File: src/rtl/control_bird.sv
// control_bird: frame-paced control FSM for the bird datapath.
// Synchronises the go/jump keys, paces physics to a frame tick, sequences
// one velocity/position update per frame, hands each new position to the
// draw engine with a req/done handshake, and flags ground collision.
`timescale 1ns/1ps
module control_bird #(
  parameter int unsigned CLKS_PER_FRAME = 833333,
  parameter logic [7:0]  GROUND_Y       = 8'd110
) (
  input  logic       clk,
  input  logic       resetn,
  input  logic       go,
  input  logic       jump_btn,
  input  logic [7:0] bird_y_in,
  input  logic       draw_done,
  output logic [1:0] cur_state,
  output logic       draw_req,
  output logic       restart,
  output logic       game_over,
  output logic       overrun
);

  localparam int unsigned      CNT_W    = (CLKS_PER_FRAME > 1) ? $clog2(CLKS_PER_FRAME) : 1;
  localparam logic [CNT_W-1:0] CNT_LAST = CNT_W'(CLKS_PER_FRAME - 1);

  // Command codes understood by the datapath
  localparam logic [1:0] CS_UPD_Y  = 2'd0;
  localparam logic [1:0] CS_UPD_VY = 2'd1;
  localparam logic [1:0] CS_HOLD   = 2'd2;
  localparam logic [1:0] CS_JUMP   = 2'd3;

  typedef enum logic [2:0] {
    S_IDLE,
    S_WAIT,
    S_JUMP,
    S_UPD_VY,
    S_UPD_Y,
    S_DRAW,
    S_OVER
  } state_t;

  state_t           state, state_nx;
  logic             go_s1, go_s2, go_d;
  logic             jump_s1, jump_s2, jump_d;
  logic             go_edge, jump_edge;
  logic [CNT_W-1:0] frame_cnt;
  logic             frame_active;
  logic             tick;
  logic             tick_pending;
  logic             jump_pending;
  logic [1:0]       cur_state_nx;
  logic             draw_req_nx;
  logic             restart_nx;
  logic             game_over_nx;

  // Two-stage synchronisers plus one edge-detect stage for both raw keys
  always_ff @(posedge clk or negedge resetn) begin
    if (!resetn) begin
      {go_s1, go_s2, go_d}       <= '0;
      {jump_s1, jump_s2, jump_d} <= '0;
    end else begin
      go_s1   <= go;
      go_s2   <= go_s1;
      go_d    <= go_s2;
      jump_s1 <= jump_btn;
      jump_s2 <= jump_s1;
      jump_d  <= jump_s2;
    end
  end

  assign go_edge   = go_s2 & ~go_d;
  assign jump_edge = jump_s2 & ~jump_d;

  assign frame_active = (state == S_WAIT)   || (state == S_JUMP) ||
                        (state == S_UPD_VY) || (state == S_UPD_Y) ||
                        (state == S_DRAW);
  assign tick = frame_active && (frame_cnt == CNT_LAST);

  // Free-running frame counter while a game is in progress
  always_ff @(posedge clk or negedge resetn) begin
    if (!resetn)
      frame_cnt <= '0;
    else if (!frame_active || tick)
      frame_cnt <= '0;
    else
      frame_cnt <= frame_cnt + CNT_W'(1);
  end

  // Remember a tick that landed while busy; several misses collapse into one
  always_ff @(posedge clk or negedge resetn) begin
    if (!resetn)
      tick_pending <= 1'b0;
    else if (!frame_active)
      tick_pending <= 1'b0;
    else if (state == S_WAIT) begin
      if (state_nx != S_WAIT)
        tick_pending <= 1'b0;
    end else if (tick)
      tick_pending <= 1'b1;
  end

  // Sticky overrun flag, cleared only when leaving game-over
  always_ff @(posedge clk or negedge resetn) begin
    if (!resetn)
      overrun <= 1'b0;
    else if ((state == S_OVER) && go_edge)
      overrun <= 1'b0;
    else if (tick && (state != S_WAIT))
      overrun <= 1'b1;
  end

  // Latched jump request; a new edge on the consume cycle wins over the clear
  always_ff @(posedge clk or negedge resetn) begin
    if (!resetn)
      jump_pending <= 1'b0;
    else if (state == S_IDLE)
      jump_pending <= 1'b0;
    else if (jump_edge && frame_active)
      jump_pending <= 1'b1;
    else if ((state == S_WAIT) && (state_nx == S_JUMP))
      jump_pending <= 1'b0;
  end

  // Next-state logic and output decode from the next state
  always_comb begin
    state_nx     = state;
    restart_nx   = 1'b0;
    cur_state_nx = CS_HOLD;
    draw_req_nx  = 1'b0;
    game_over_nx = 1'b0;
    case (state)
      S_IDLE: begin
        if (go_edge) begin
          state_nx   = S_WAIT;
          restart_nx = 1'b1;
        end
      end
      S_WAIT: begin
        if (tick || tick_pending)
          state_nx = jump_pending ? S_JUMP : S_UPD_VY;
      end
      S_JUMP:   state_nx = S_UPD_Y;
      S_UPD_VY: state_nx = S_UPD_Y;
      S_UPD_Y:  state_nx = S_DRAW;
      S_DRAW: begin
        if (draw_done)
          state_nx = (bird_y_in >= GROUND_Y) ? S_OVER : S_WAIT;
      end
      S_OVER: begin
        if (go_edge)
          state_nx = S_IDLE;
      end
      default: state_nx = S_IDLE;
    endcase

    case (state_nx)
      S_JUMP:   cur_state_nx = CS_JUMP;
      S_UPD_VY: cur_state_nx = CS_UPD_VY;
      S_UPD_Y:  cur_state_nx = CS_UPD_Y;
      default:  cur_state_nx = CS_HOLD;
    endcase
    draw_req_nx  = (state_nx == S_DRAW);
    game_over_nx = (state_nx == S_OVER);
  end

  // State register and registered outputs
  always_ff @(posedge clk or negedge resetn) begin
    if (!resetn) begin
      state     <= S_IDLE;
      cur_state <= CS_HOLD;
      draw_req  <= 1'b0;
      restart   <= 1'b0;
      game_over <= 1'b0;
    end else begin
      state     <= state_nx;
      cur_state <= cur_state_nx;
      draw_req  <= draw_req_nx;
      restart   <= restart_nx;
      game_over <= game_over_nx;
    end
  end

endmodule

File: config.mk
export PLATFORM = sky130hd
export DESIGN_NAME = control_bird
export DESIGN_NICKNAME = d
export VERILOG_FILES = /design/src/rtl/control_bird.sv
export SDC_FILE = /design/constraint.sdc
export NUM_CORES = 1
export LEC_CHECK = 0
export CAP_MARGIN = 0
export CORE_ASPECT_RATIO = 0.75
export CORE_MARGIN = 10
export CORE_UTILIZATION = 30
export CTS_CLUSTER_SIZE = 40
export DETAILED_ROUTE_END_ITERATION = 7
export SYNTH_ARGS = -nofsm -noshare
export SYNTH_HDL_FRONTEND = slang
export SYNTH_SLANG_ARGS = --single-unit
File: constraint.sdc
create_clock -name clk -period 1.9 [get_ports clk]
set_input_delay 0.38 -clock clk [delete_from_list [all_inputs] [get_ports clk]]
set_output_delay 0.38 -clock clk [all_outputs]
set_load 0.05 [all_outputs]
==> out/results.tsv <==
stage	metric	value	unit
critical_path	worst-endpoint-required	2.08	ns
timing	final_max_slew_viol_count	0	
grt	antenna_found_initial	0	
routing	drcViolationCount	0	
grt	global_route_wire_length_before_repair	6.12	mm
grt	grt_pass1_vias	1358	
yosys	total_nets_after_synthesis	191	
cts	hold_buffers	0	
routing	detail_route.wirelength	3.71	mm
placement	placedInstanceArea	2130	sq um
cts	cts_buffers	5	
floorplanning	floorplan.rows	23	
timing	grt_setup_unrepaired	no	
cts	cts.htree.levels	2	
power_and_ir_drop	power_density	783	nW/um^2
timing	timing.final.setup_violations	0	
yosys	count_of_synthesis_stage_warnings_from_yosys	0	
power_and_ir_drop	peakVddDrop	0.000384	V
cells_and_area	n_fill_cell	549	
critical_path	critPathLaunchType	flop	
cells_and_area	design.final.nets	229	
grt	track_usage	7.92	%
yosys	avgSynthCellArea	9.85	sq um
routing	drt-pass1-iter-count	4	
yosys	number_of_unique_standard_cell_types_used_by_synthesis	42	
yosys	syn_inst	176	
cts	tritoncts_num_sinks	37	
placement	place_congestion	0.746	
timing	maxSlewHeadroom	66.3	%
run_status	status	complete, no violations	
floorplanning	fp.dieH	85.8	microns
placement	detailedPlacementHpwl	2.56	mm
yosys	yosys_register_bits	37	
cts	clk-insertion-delay-late	0.29	ns
routing	wl_per_cell	12.8	microns
worst_hold_path	hp-class	in2async	
cts	tritoncts	yes	
floorplanning	initial_core_util	31.7	%
timing	clock-skew-final	0.00873	ns
timing	post-route-period-util	96.0	%
flow_run	maxCapViolCount	0	
timing	timing.fmax	549	MHz
cells_and_area	areaGrowthSynthToFinish	30.5	%
routing	route.detailed.vias_per_inst	4.80	
yosys	sequential_share_of_the_synthesized_area	53.5	%
critical_path	cp.arrival	2.00	ns
cts	clockRootBuffer	clkbuf_8	
grt	grt_overflow_total	0	
cells_and_area	layout_commonest_cell	dfrtp_1	
critical_path	worst_setup_path_end_kind	flop	
floorplanning	overall_die_width	108	microns
timing	timing_worst_slew_pin_value	0.504	ns
timing	finalHoldViolations	0	
routing	detail_route.iter0.violations	57	
critical_path	critical_path_class	reg2reg	
critical_path	crit_path_max_fanout	10	
cts	clock_path_buffers	2	
timing	finalSetupTns	0	ns
power_and_ir_drop	power.static_leakage	0.998	nW
cells_and_area	most-common-layout-cells	36 x dfrtp_1, 24 x nor2_1, 20 x buf_4	
floorplanning	core_area	5470	sq um
yosys	synth.cell_area	1730	sq um
cells_and_area	antenna_cells	0	
routing	via_count	1393	
grt	grt_start_max_net_pins	38	
floorplanning	design.die.area	9250	sq um
cells_and_area	stdcell_area	2260	sq um
cells_and_area	post_route_cells_drive_above_1_share	20.5	%
routing	final_antenna_net_count	0	
placement	numPortBuffers	17	
floorplanning	boundaryPins	19	
timing	fin_crit	1.82	ns
cts	path_clk_slew	0.08	ns
==> Yosys cell counts, drive strengths merged <==
| master | count | area [sq um] |
|---|---|---|
| o22ai | 2 | 12.5 |
| nor2 | 25 | 93.8 |
| nand2b | 1 | 6.26 |
| nor2b | 2 | 12.5 |
| nand4b | 1 | 8.76 |
| dfrtp | 36 | 901 |
| nand3 | 10 | 50.1 |
| xnor2 | 8 | 70.1 |
| nand2 | 10 | 37.5 |
| inv | 8 | 30.0 |
| ha | 2 | 25.0 |
| a31oi | 3 | 18.8 |
| or3 | 4 | 25.0 |
| a311oi | 1 | 8.76 |
| dfstp | 1 | 26.3 |
| o21ai | 8 | 40.0 |
| a21bo | 1 | 10.0 |
| and2 | 2 | 12.5 |
| nor4 | 3 | 25.0 |
| nand3b | 2 | 15.0 |
| or4 | 1 | 7.51 |
| xor2 | 5 | 43.8 |
| o41ai | 1 | 8.76 |
| a21oi | 11 | 58.8 |
| a211o | 1 | 8.76 |
| o21a | 1 | 7.51 |
| a21o | 2 | 15.0 |
| or3b | 2 | 17.5 |
| and3 | 1 | 6.26 |
| nor3 | 3 | 15.0 |
| buf | 3 | 15.0 |
| or2 | 1 | 6.26 |
| clkbuf | 4 | 15.0 |
| nand4 | 5 | 31.3 |
| o311ai | 1 | 8.76 |
| or4b | 2 | 20.0 |
| and4 | 2 | 20.0 |
==> layer usage <==
metal | track usage [%] | vias up | share of wire [%]
li1 | - | 691 | -
met1 | 10.7 | 662 | 52
met2 | 11.3 | 38 | 42
met3 | 3.21 | 2 | 6.3
met4 | 2.06 | 0 | 0.081
met5 | 0 | - | 0
==> where the power goes <==
group / switching [mW] / internal [mW]
Clock: 0.286 / 0.253
Combinational: 0.173 / 0.167
Sequential: 0.0460 / 0.846
Total: 0.505 / 1.27
==> repair_timing <==
item                                    in CTS  in global routing
endpoints found under the setup margin       0                 22
setup buffers                                0                  1
resized for setup                            0                  4
==> registers in the layout, indices dropped and copies added, names as in the netlist <==
signal / flops
cur_state: 2
tick_pending: 1
overrun: 1
jump_s2: 1
state: 3
go_s1: 1
jump_s1: 1
game_over: 1
draw_req: 1
restart: 1
jump_pending: 1
frame_cnt: 20
go_d: 1
jump_d: 1
go_s2: 1
==> cells by family after synthesis <==
kind of cell / Yosys count / share of synthesized area, %
compound gates: 32 / 11.4
xor+xnor: 13 / 6.57
fa+ha+maj: 2 / 1.44
buf+inv: 15 / 3.46
flops: 37 / 53.5
simple gates: 77 / 23.7
==> stage by stage <==
step | util (%) | hold WS [ns] | cells | power (mW) | worst slack (ns)
global route | 41.4 | 0.0480 | 290 | 1.88 | 0.0168
floorplan | - | 0.0844 | 176 | 1.08 | 0.0593
CTS | 40.5 | 0.0450 | 288 | 1.78 | 0.0141
detailed placement | 38.9 | 0.337 | 280 | 1.23 | 0.00158
global placement | 38.9 | 0.334 | 280 | 1.22 | 0.0331
finish | 41.4 | 0.0438 | 290 | 1.77 | 0.0769
==> path summary, 6_finish.rpt <==
| path | startpoint | end | slack (ns) | cells after the start |
|---|---|---|---|---|
| setup / recovery | frame_cnt[7] | frame_cnt[9] | 0.08 | 6 |
| hold / removal | resetn | overrun | 0.04 | 2 |
| setup reg to reg | frame_cnt[7] | frame_cnt[9] | 0.08 | 6 |
| hold reg to reg | jump_s1 | jump_s2 | 0.35 | 0 |
| max in group asynchronous | resetn | cur_state[1] | 1.61 | 2 |
| min in group clk | jump_s1 | jump_s2 | 0.35 | 0 |
==> critical path, cell delays in order (launching register included) <==
cell,delay (ns)
dfrtp_1,0.38
or4_1,0.54
nor4_2,0.27
buf_4,0.17
a21o_4,0.14
clkbuf_16,0.16
nor2_1,0.05
==> area by class of cell <==
cell class / instances / area (sq um) / area share, %
Clock inverter: 3 / 17.5 / 0.774
Clock buffer: 5 / 68.8 / 3.04
Tap cell: 75 / 93.8 / 4.15
Multi-Input combinational cell: 124 / 766 / 33.8
Inverter: 8 / 30.0 / 1.33
Timing Repair Buffer: 38 / 360 / 15.9
Sequential cell: 37 / 927 / 41.0
No activity file was read; power rests on OpenSTA's default activity.
